===== src/rtl/core_pkg.sv =====
`default_nettype none
// ============================================================================
// Module      : core_pkg
// Description : Shared funct3 encodings, LSU state enum, lane masks and
//               access-legality helpers for the load/store unit.
// Revision    : 1.0 - initial release
// ============================================================================
package core_pkg;

    localparam logic [2:0] F3_B  = 3'b000;
    localparam logic [2:0] F3_H  = 3'b001;
    localparam logic [2:0] F3_W  = 3'b010;
    localparam logic [2:0] F3_BU = 3'b100;
    localparam logic [2:0] F3_HU = 3'b101;

    localparam int OFF_W = 2;

    localparam logic [3:0] MASK_B    = 4'b0001;
    localparam logic [3:0] MASK_H_LO = 4'b0011;
    localparam logic [3:0] MASK_H_HI = 4'b1100;
    localparam logic [3:0] MASK_W    = 4'b1111;

    typedef enum logic [1:0] {
        ST_IDLE   = 2'd0,
        ST_ACCESS = 2'd1,
        ST_DONE   = 2'd2
    } lsu_state_t;

    // Unsigned widths only make sense for loads.
    function automatic logic f3_illegal(input logic store, input logic [2:0] f3);
        case (f3)
            F3_B, F3_H, F3_W: return 1'b0;
            F3_BU, F3_HU:     return store;
            default:          return 1'b1;
        endcase
    endfunction

    function automatic logic f3_misaligned(input logic [2:0] f3, input logic [OFF_W-1:0] off);
        case (f3)
            F3_H, F3_HU: return off[0];
            F3_W:        return (off != 2'b00);
            default:     return 1'b0;
        endcase
    endfunction

endpackage
`default_nettype wire


===== src/rtl/lsu_align.sv =====
`default_nettype none
// ============================================================================
// Module      : lsu_align
// Description : Combinational byte-lane steering: store mask and replicated
//               write data, load lane extraction with sign/zero extension.
// Revision    : 1.0 - initial release
// ============================================================================
module lsu_align
    import core_pkg::*;
(
    input  logic [2:0]       i_funct3,
    input  logic [OFF_W-1:0] i_off,
    input  logic [31:0]      i_wdata,
    input  logic [31:0]      i_rdata,
    output logic [3:0]       o_mask,
    output logic [31:0]      o_wdata,
    output logic [31:0]      o_rdata
);

    logic [7:0]  w_byte;
    logic [15:0] w_half;

    assign w_byte = i_rdata[{i_off, 3'b000} +: 8];
    assign w_half = i_off[1] ? i_rdata[31:16] : i_rdata[15:0];

    always_comb begin
        o_mask  = 4'b0000;
        o_wdata = i_wdata;
        o_rdata = i_rdata;
        case (i_funct3)
            F3_B, F3_BU: begin
                o_mask  = MASK_B << i_off;
                o_wdata = {4{i_wdata[7:0]}};
                o_rdata = (i_funct3 == F3_B) ? {{24{w_byte[7]}}, w_byte} : {24'b0, w_byte};
            end
            F3_H, F3_HU: begin
                o_mask  = i_off[1] ? MASK_H_HI : MASK_H_LO;
                o_wdata = {2{i_wdata[15:0]}};
                o_rdata = (i_funct3 == F3_H) ? {{16{w_half[15]}}, w_half} : {16'b0, w_half};
            end
            F3_W: begin
                o_mask = MASK_W;
            end
            default: begin
                o_mask = 4'b0000;
            end
        endcase
    end

endmodule
`default_nettype wire


===== src/rtl/load_store_unit.sv =====
`default_nettype none
// ============================================================================
// Module      : load_store_unit
// Description : Single-outstanding data-memory load/store with lane steering,
//               handshake hold until i_dmem_ready and fault reporting.
// Revision    : 1.0 - initial release
// ============================================================================
module load_store_unit
    import core_pkg::*;
#(
    parameter int ADDR_WIDTH = 32
) (
    input  logic                  i_clk,
    input  logic                  i_rst,
    input  logic                  i_req,
    input  logic                  i_store,
    input  logic [2:0]            i_funct3,
    input  logic [ADDR_WIDTH-1:0] i_addr,
    input  logic [31:0]           i_wdata,
    output logic                  o_ready,
    output logic                  o_done,
    output logic [31:0]           o_rdata,
    output logic                  o_misaligned,
    output logic                  o_illegal,
    output logic [ADDR_WIDTH-1:0] o_dmem_addr,
    output logic                  o_dmem_ren,
    output logic                  o_dmem_wen,
    output logic [31:0]           o_dmem_wdata,
    output logic [3:0]            o_dmem_mask,
    input  logic [31:0]           i_dmem_rdata,
    input  logic                  i_dmem_ready
);

    lsu_state_t            r_state;
    logic                  r_store;
    logic [2:0]            r_funct3;
    logic [ADDR_WIDTH-1:0] r_addr;
    logic [31:0]           r_wdata;
    logic [31:0]           r_rdata;
    logic                  r_misaligned;
    logic                  r_illegal;

    logic                  w_illegal;
    logic                  w_misaligned;
    logic                  w_access;
    logic [3:0]            w_mask;
    logic [31:0]           w_wdata;
    logic [31:0]           w_rdata;

    assign w_illegal    = f3_illegal(i_store, i_funct3);
    assign w_misaligned = f3_misaligned(i_funct3, i_addr[OFF_W-1:0]);
    assign w_access     = (r_state == ST_ACCESS);

    lsu_align u_align (
        .i_funct3 (r_funct3),
        .i_off    (r_addr[OFF_W-1:0]),
        .i_wdata  (r_wdata),
        .i_rdata  (i_dmem_rdata),
        .o_mask   (w_mask),
        .o_wdata  (w_wdata),
        .o_rdata  (w_rdata)
    );

    always_ff @(posedge i_clk) begin
        if (i_rst) begin
            r_state      <= ST_IDLE;
            r_store      <= 1'b0;
            r_funct3     <= 3'b000;
            r_addr       <= '0;
            r_wdata      <= 32'b0;
            r_rdata      <= 32'b0;
            r_misaligned <= 1'b0;
            r_illegal    <= 1'b0;
        end else begin
            case (r_state)
                ST_IDLE: begin
                    if (i_req) begin
                        r_store      <= i_store;
                        r_funct3     <= i_funct3;
                        r_addr       <= i_addr;
                        r_wdata      <= i_wdata;
                        r_rdata      <= 32'b0;
                        r_illegal    <= w_illegal;
                        // Illegal wins: an unsupported width has no alignment rule.
                        r_misaligned <= w_misaligned & ~w_illegal;
                        r_state      <= (w_illegal | w_misaligned) ? ST_DONE : ST_ACCESS;
                    end
                end
                ST_ACCESS: begin
                    if (i_dmem_ready) begin
                        if (!r_store) begin
                            r_rdata <= w_rdata;
                        end
                        r_state <= ST_DONE;
                    end
                end
                ST_DONE: begin
                    r_state <= ST_IDLE;
                end
                default: begin
                    r_state <= ST_IDLE;
                end
            endcase
        end
    end

    assign o_ready      = (r_state == ST_IDLE);
    assign o_done       = (r_state == ST_DONE);
    assign o_rdata      = r_rdata;
    assign o_misaligned = r_misaligned;
    assign o_illegal    = r_illegal;
    assign o_dmem_addr  = {r_addr[ADDR_WIDTH-1:OFF_W], {OFF_W{1'b0}}};
    assign o_dmem_ren   = w_access & ~r_store;
    assign o_dmem_wen   = w_access & r_store;
    assign o_dmem_mask  = w_access ? w_mask : 4'b0000;
    assign o_dmem_wdata = w_access ? w_wdata : 32'b0;

endmodule
`default_nettype wire


===== config.mk =====
export PLATFORM = sky130hd
export DESIGN_NAME = load_store_unit
export DESIGN_NICKNAME = d
export VERILOG_FILES = /design/src/rtl/core_pkg.sv /design/src/rtl/lsu_align.sv /design/src/rtl/load_store_unit.sv
export SDC_FILE = /design/constraint.sdc
export NUM_CORES = 1
export LEC_CHECK = 0
export CAP_MARGIN = 20
export CORE_MARGIN = 3
export CORE_UTILIZATION = 43
export DETAILED_ROUTE_END_ITERATION = 10
export MAX_ROUTING_LAYER = met4
export PLACE_DENSITY = 0.83
export SYNTH_ARGS = -nofsm -noshare
export SYNTH_HDL_FRONTEND = slang
export SYNTH_SLANG_ARGS = --single-unit

===== constraint.sdc =====
create_clock -name i_clk -period 2.4 [get_ports i_clk]
set_input_delay 0.48 -clock i_clk [delete_from_list [all_inputs] [get_ports i_clk]]
set_output_delay 0.48 -clock i_clk [all_outputs]
set_load 0.02 [all_outputs]

---- Word level (Yosys, flattened, before mapping) ----
Cells that the tools add are included.
cells by class
  equal/unequal tests ..................... 13
  shifts and indexed selects .............. 2
  mux-type cells .......................... 19
  reduce and logical (&&, ||, !) cells .... 13
  bitwise gates (word level) .............. 6
operators with widths
  operator                                              count
  2-to-1 mux 32 bit                                     6
  one-hot mux 32 bit (2 select lines)                   3
  variable part select 32 x 6 -> 8 bit                  1
  2-to-1 mux 16 bit                                     1
  equality test 3 bit (second input constant)           4
  one-hot mux 4 bit (3 select lines)                    1
  2-to-1 mux 4 bit                                      2
  OR reduction 2 bit                                    4
  equality test 3 x 1 -> 1 bit (second input constant)  2
  equality test 3 x 2 -> 1 bit (second input constant)  2
  logical NOT 3 bit                                     2
  2-to-1 mux 2 bit                                      3
  inequality test 2 bit (second input constant)         3
  one-hot mux 1 bit (2 select lines)                    2
  one-hot mux 2 bit (2 select lines)                    1
  AND reduction 2 bit                                   2
  AND reduction 4 bit                                   1
  nonzero test 2 bit                                    2
  << shifter 1 x 2 -> 4 bit (first input constant)      1
  AND 1 bit                                             3
  OR reduction 3 bit                                    1
  equality test 2 x 1 -> 1 bit (second input constant)  1
  equality test 2 bit (second input constant)           1
  logical NOT 2 bit                                     1
  other kinds (2)                                       3
storage, ports and cells
  output and inout bits ................... 106
  input bits .............................. 104
  register bits after elaboration ......... 104

---- Longest topological paths before layout ----
  word-level depth ........................ 7
  mapped depth ............................ 8
  mapped depth without buffers ............ 4

---- Modules after synthesis ----
A second synthesis with hierarchy kept.
unflattened totals
  cell total of the unflattened synthesis .. 658
  area total of the unflattened synthesis .. 5270.1 µm²
modules (own cells, without submodules)
  module           seq. area each (µm²)  cells an instance  times used  area each (µm²)
  load_store_unit  2082.0                480                1           4078.9
  lsu_align        0.0                   178                1           1191.1

---- Worst setup path before layout ----
No wires, ideal clock.
  path type ............................... reg-to-output
  from .................................... register r_funct3[1]
  to ...................................... output o_dmem_mask[0]
  slack ................................... 0.199 ns
  stages on the path, launching flop included .. 6
  data arrival time ....................... 1.721 ns
  path through ............................ dfxtp_1 clkbuf_1 buf_1 buf_1 nand2_1 a21oi_1
on the way
  word-level cells in the longest chain between the ends .. 4
  elaborated cells between the ends (all ways) .. 9
  classes of those cells .................. 4 x eq/ne; 2 x mux; 3 x reduce/logical
RTL lines
  item                                         RTL line                source
  from (decl)                                  load_store_unit.sv:36   logic [2:0] r_funct3;
  from (signal assigned)                       load_store_unit.sv:79   r_funct3 <= i_funct3;
  equality test 3 bit (tied with other cells)  lsu_align.sv:30         case (i_funct3)
  OR reduction 2 bit                           lsu_align.sv:30
  one-hot mux 4 bit (3 select lines) (*)       lsu_align.sv:30
  2-to-1 mux 4 bit (*)                         load_store_unit.sv:115  assign o_dmem_mask = w_access ? w_mask : 4'b0000;
  to (decl)                                    load_store_unit.sv:29   output logic [3:0] o_dmem_mask,
Every way passes the cells marked *; elsewhere a longest branch is shown, timed or not.

---- Worst setup path in the final report ----
  from .................................... register r_state[0]
  to ...................................... output o_dmem_wdata[2]
on the way
  word-level cells in the longest chain between the ends .. 2
RTL lines
  item                          RTL line                source
  from (decl)                   load_store_unit.sv:34   lsu_state_t r_state;
  from (signal assigned)        load_store_unit.sv:86   r_state <= (w_illegal | w_misaligned) ? ST_DONE : ST_ACCESS;
  equality test 2 x 1 -> 1 bit  load_store_unit.sv:52   assign w_access = (r_state == ST_ACCESS);
  2-to-1 mux 32 bit             load_store_unit.sv:116  assign o_dmem_wdata = w_access ? w_wdata : 32'b0;
  to (decl)                     load_store_unit.sv:28   output logic [31:0] o_dmem_wdata,
No other way between the ends.

==> impl_results.md <==
- Syn Area/Cell: ~7.8 sq um
- DIE HEIGHT: 113.8 microns
- Total gr overflow: 0
- Crit-path max FO: 9
- Detailed Route Iter0 Violations: 473
- Flops & latches, synth: around 100
- DRT met1 WL: just under 7000 microns
- Slew @ Worst Pin: ~0.83 ns
- Post-synthesis instance total: 645
- Critical path type: reg -> out
- Placeable Area: ~0.011 sq mm
- Top cell type's share of synthesized area: 0.4163
- First-pass GRT wire length: 25,400 microns
- Placer Congestion: ~0.88
- HP Class: reg -> reg
- Starting Density: 0.4514
- Cell Chain, Critical Path: nor2b_4, and2_1, clkdlybuf4s50_1
- Slowest CP cell: clkdlybuf4s50_1
- CP startpoint kind: flip-flop
- Synth Area in Compound Gates: 0.1966
- DRC: 0
- Longest Clk Path Bufs: 2
- Diodes inserted: 0
- Final Hold Vio Count: 0
- CP required: between 1.5 and 2 ns
- Final min period: 2.324 ns
- Clock Skew: just over 0.005 ns
- TritonRoute pass-1 iters: 6
- Max Freq: 430.3 MHz
- Register area share after synthesis: 0.4163
- Num ports: 210
- H-tree depth: 3
- Met2 wire length: 7828 microns
- Post-Synth Simple-Gate Area: 0.2122
- Synth-to-layout area growth: 45.81%
- Vias in the first global route: 5,033
- # fillers: approximately 940
- Top post-synthesis cells by area: dfxtp_1, nand2_1, a21oi_1, buf_4, mux4_2
- Vias per cell: 5.464
- Main synth FF type: dfxtp_1
- Pre-CTS WS: roughly 0.063 ns
- Final worst-path cycle share: 0.9683
- DIE AREA: between 0.01 and 0.015 sq mm
- Clk sinks: between 100 and 150
- Antenna-violating nets left: 0
- Met3 WL: around 1400 microns
- Main combinational cell family by area after synthesis: simple AND/OR/NAND/NOR gates
- TritonCTS clock tree: done
- Largest net degree at the start of global routing: 74
- Via count: 5,185
- Final Setup Violations: 0
- Post-route setup TNS: 0 ns
- Delay-heaviest family, CP: buffers and inverters
- Power Density: 567.9 mW/mm^2
- Post-Synth XOR/XNOR Area: 0
- YS warnings: 0
- Fraction of final layout cells sized beyond drive strength 1: 0.07293
- RSZ-0062 raised after global routing: false
- IO Port Bufs: about 210
- Mux cell area share after synthesis: 0.07456
- Final WS setup: 0.07617 ns
- Outcome: finished, final reports clean
- Placed Area: 0.007008 sq mm
- CTS clk-pin slew, worst paths: ~0.060 ns
- Drt total wl: ~16,000 microns
- Max VDD drop: approximately 0.00032 V
- Final Max Tran Viols: 0
- Area of the mapped netlist: 0.005001 sq mm
- Post-Layout Inst Area: around 0.0073 sq mm
- CTS buffer count: 9
- Adder-cell share of the synthesized area: 0
- WP data arrival: 1.84 ns
- Number of flops mapped to enable cells by yosys: 0
- Relative slew margins: 0.4486
- Antenna violations before repair: 0
- Final net count: 909
- Max Cap Viol: 0
- Max Used Layer: met4
- Synth area leader: dfxtp_1
- Hpwl dp: about 12,000 microns
- Clk_lat worst skew: roughly 0.34 ns
- Die W: about 110 microns
- WL/cell: about 17 microns
- Crit-path max cell delay: about 0.62 ns
- Root Driver: clkbuf_16
- Global Route Usage Sum: 0.2507
- Async set or reset register ratio after synthesis: 0
- CP Capture Type: primary output
- Total buffers and inverters traversed by the critical path: 1
- Hold-fix buffers, CTS: 0
- Leakage: just under 3 nW
- Num rows: 38
- Yosys cell types: 36
==> report_power, final <==
part,internal [mW],switching [mW],total (mW)
Clock,0.752,0.626,1.38
Sequential,1.81,0.0701,1.88
Combinational,0.428,0.450,0.878
==> cells by family (layout without fill, tap and decap cells) <==
kind of cell,count (synthesis),in the layout
and+or+nand+nor,256,256
AOI/OAI and AO/OA,164,164
DFF,104,104
buffers and inverters,93,256
muxes,27,27
other,1,2
==> worst paths after layout <==
path	startpoint	end	slack (ns)	cells past startpoint
min	o_rdata[6]	o_rdata[6]	0.46	2
max reg2reg	r_funct3[1]	o_rdata[12]	0.36	5
max	r_state[0]	o_dmem_wdata[2]	0.08	3
min reg2reg	o_rdata[6]	o_rdata[6]	0.46	2
==> metal layers <==
layer	vias up	GRT usage
met2	273	0.4107
li1	2467	-
met4	0	0.07838
met5	-	-
met3	27	0.04987
met1	2418	0.3134
==> placed cells by master, fill, tap and decap left out, types with 9 or more instances in the layout <==
| cell type | count |
|---|---|
| mux2i_1 | 17 |
| a221oi_1 | 9 |
| and2_1 | 9 |
| nor2_1 | 40 |
| clkdlybuf4s50_1 | 177 |
| nand2_1 | 189 |
| a21oi_1 | 95 |
| a22o_1 | 9 |
| dfxtp_1 | 102 |
| inv_1 | 9 |
| a22oi_1 | 18 |
| clkbuf_16 | 9 |
| o21ai_0 | 16 |
| dlygate4sd2_1 | 21 |
| buf_4 | 21 |
==> worst reg2reg max path: cells and delay by family (launching register included) <==
family / cells / cell delay (ns)
buffers and inverters: 1 / 0.21
DFF: 1 / 0.38
and+or+nand+nor: 2 / 1.06
AOI/OAI and AO/OA: 2 / 0.31
==> through the flow <==
stage	cells	util	hold slack, ns	power [mW]
2_1_floorplan	646	-	0.4360	2.404
3_3_place_gp	934	0.6326	0.4329	2.768
3_5_place_dp	934	0.6326	0.4483	2.793
4_1_cts	949	0.6561	0.4565	4.157
5_1_grt	949	0.6582	0.4720	4.323
6_report	949	0.6582	0.4571	4.141
==> sequential cells by signal (all words and copies together) (netlist names) <==
signal        flops
r_state           2
o_illegal         1
r_addr           32
r_store           1
r_wdata          32
r_funct3          3
o_rdata          32
o_misaligned      1
==> area by class of cell <==
type	count	area [sq um]	share of cell area
sequential	104	2085	0.2859
inverter	10	37.54	0.005148
tap	140	175.2	0.02402
multi-input combinational	449	2447	0.3356
clock inverter	3	17.52	0.002402
timing repair buffer	231	2273	0.3118
clock buffer	12	256.5	0.03518
==> synthesized netlist by cell type (2+ instances only) <==
cell type / count
nand2_1: 189
dfxtp_1: 104
a21oi_1: 95
nor2_1: 40
clkbuf_1: 35
buf_4: 32
a22oi_1: 18
mux2i_1: 17
o21ai_0: 16
a221oi_1: 9
a22o_1: 9
and2_1: 9
inv_1: 9
buf_1: 8
mux4_2: 8
a221o_1: 7
o22ai_1: 7
buf_2: 5
nor2b_1: 4
nor3b_1: 4
buf_6: 3
mux2_2: 2
nand2b_1: 2
==> timing repair <==
item,CTS,global route
gates resized for setup,25,9
endpoints found under the setup margin,33,8
setup buffers,0,0
No activity file was read; power rests on OpenSTA's default activity.
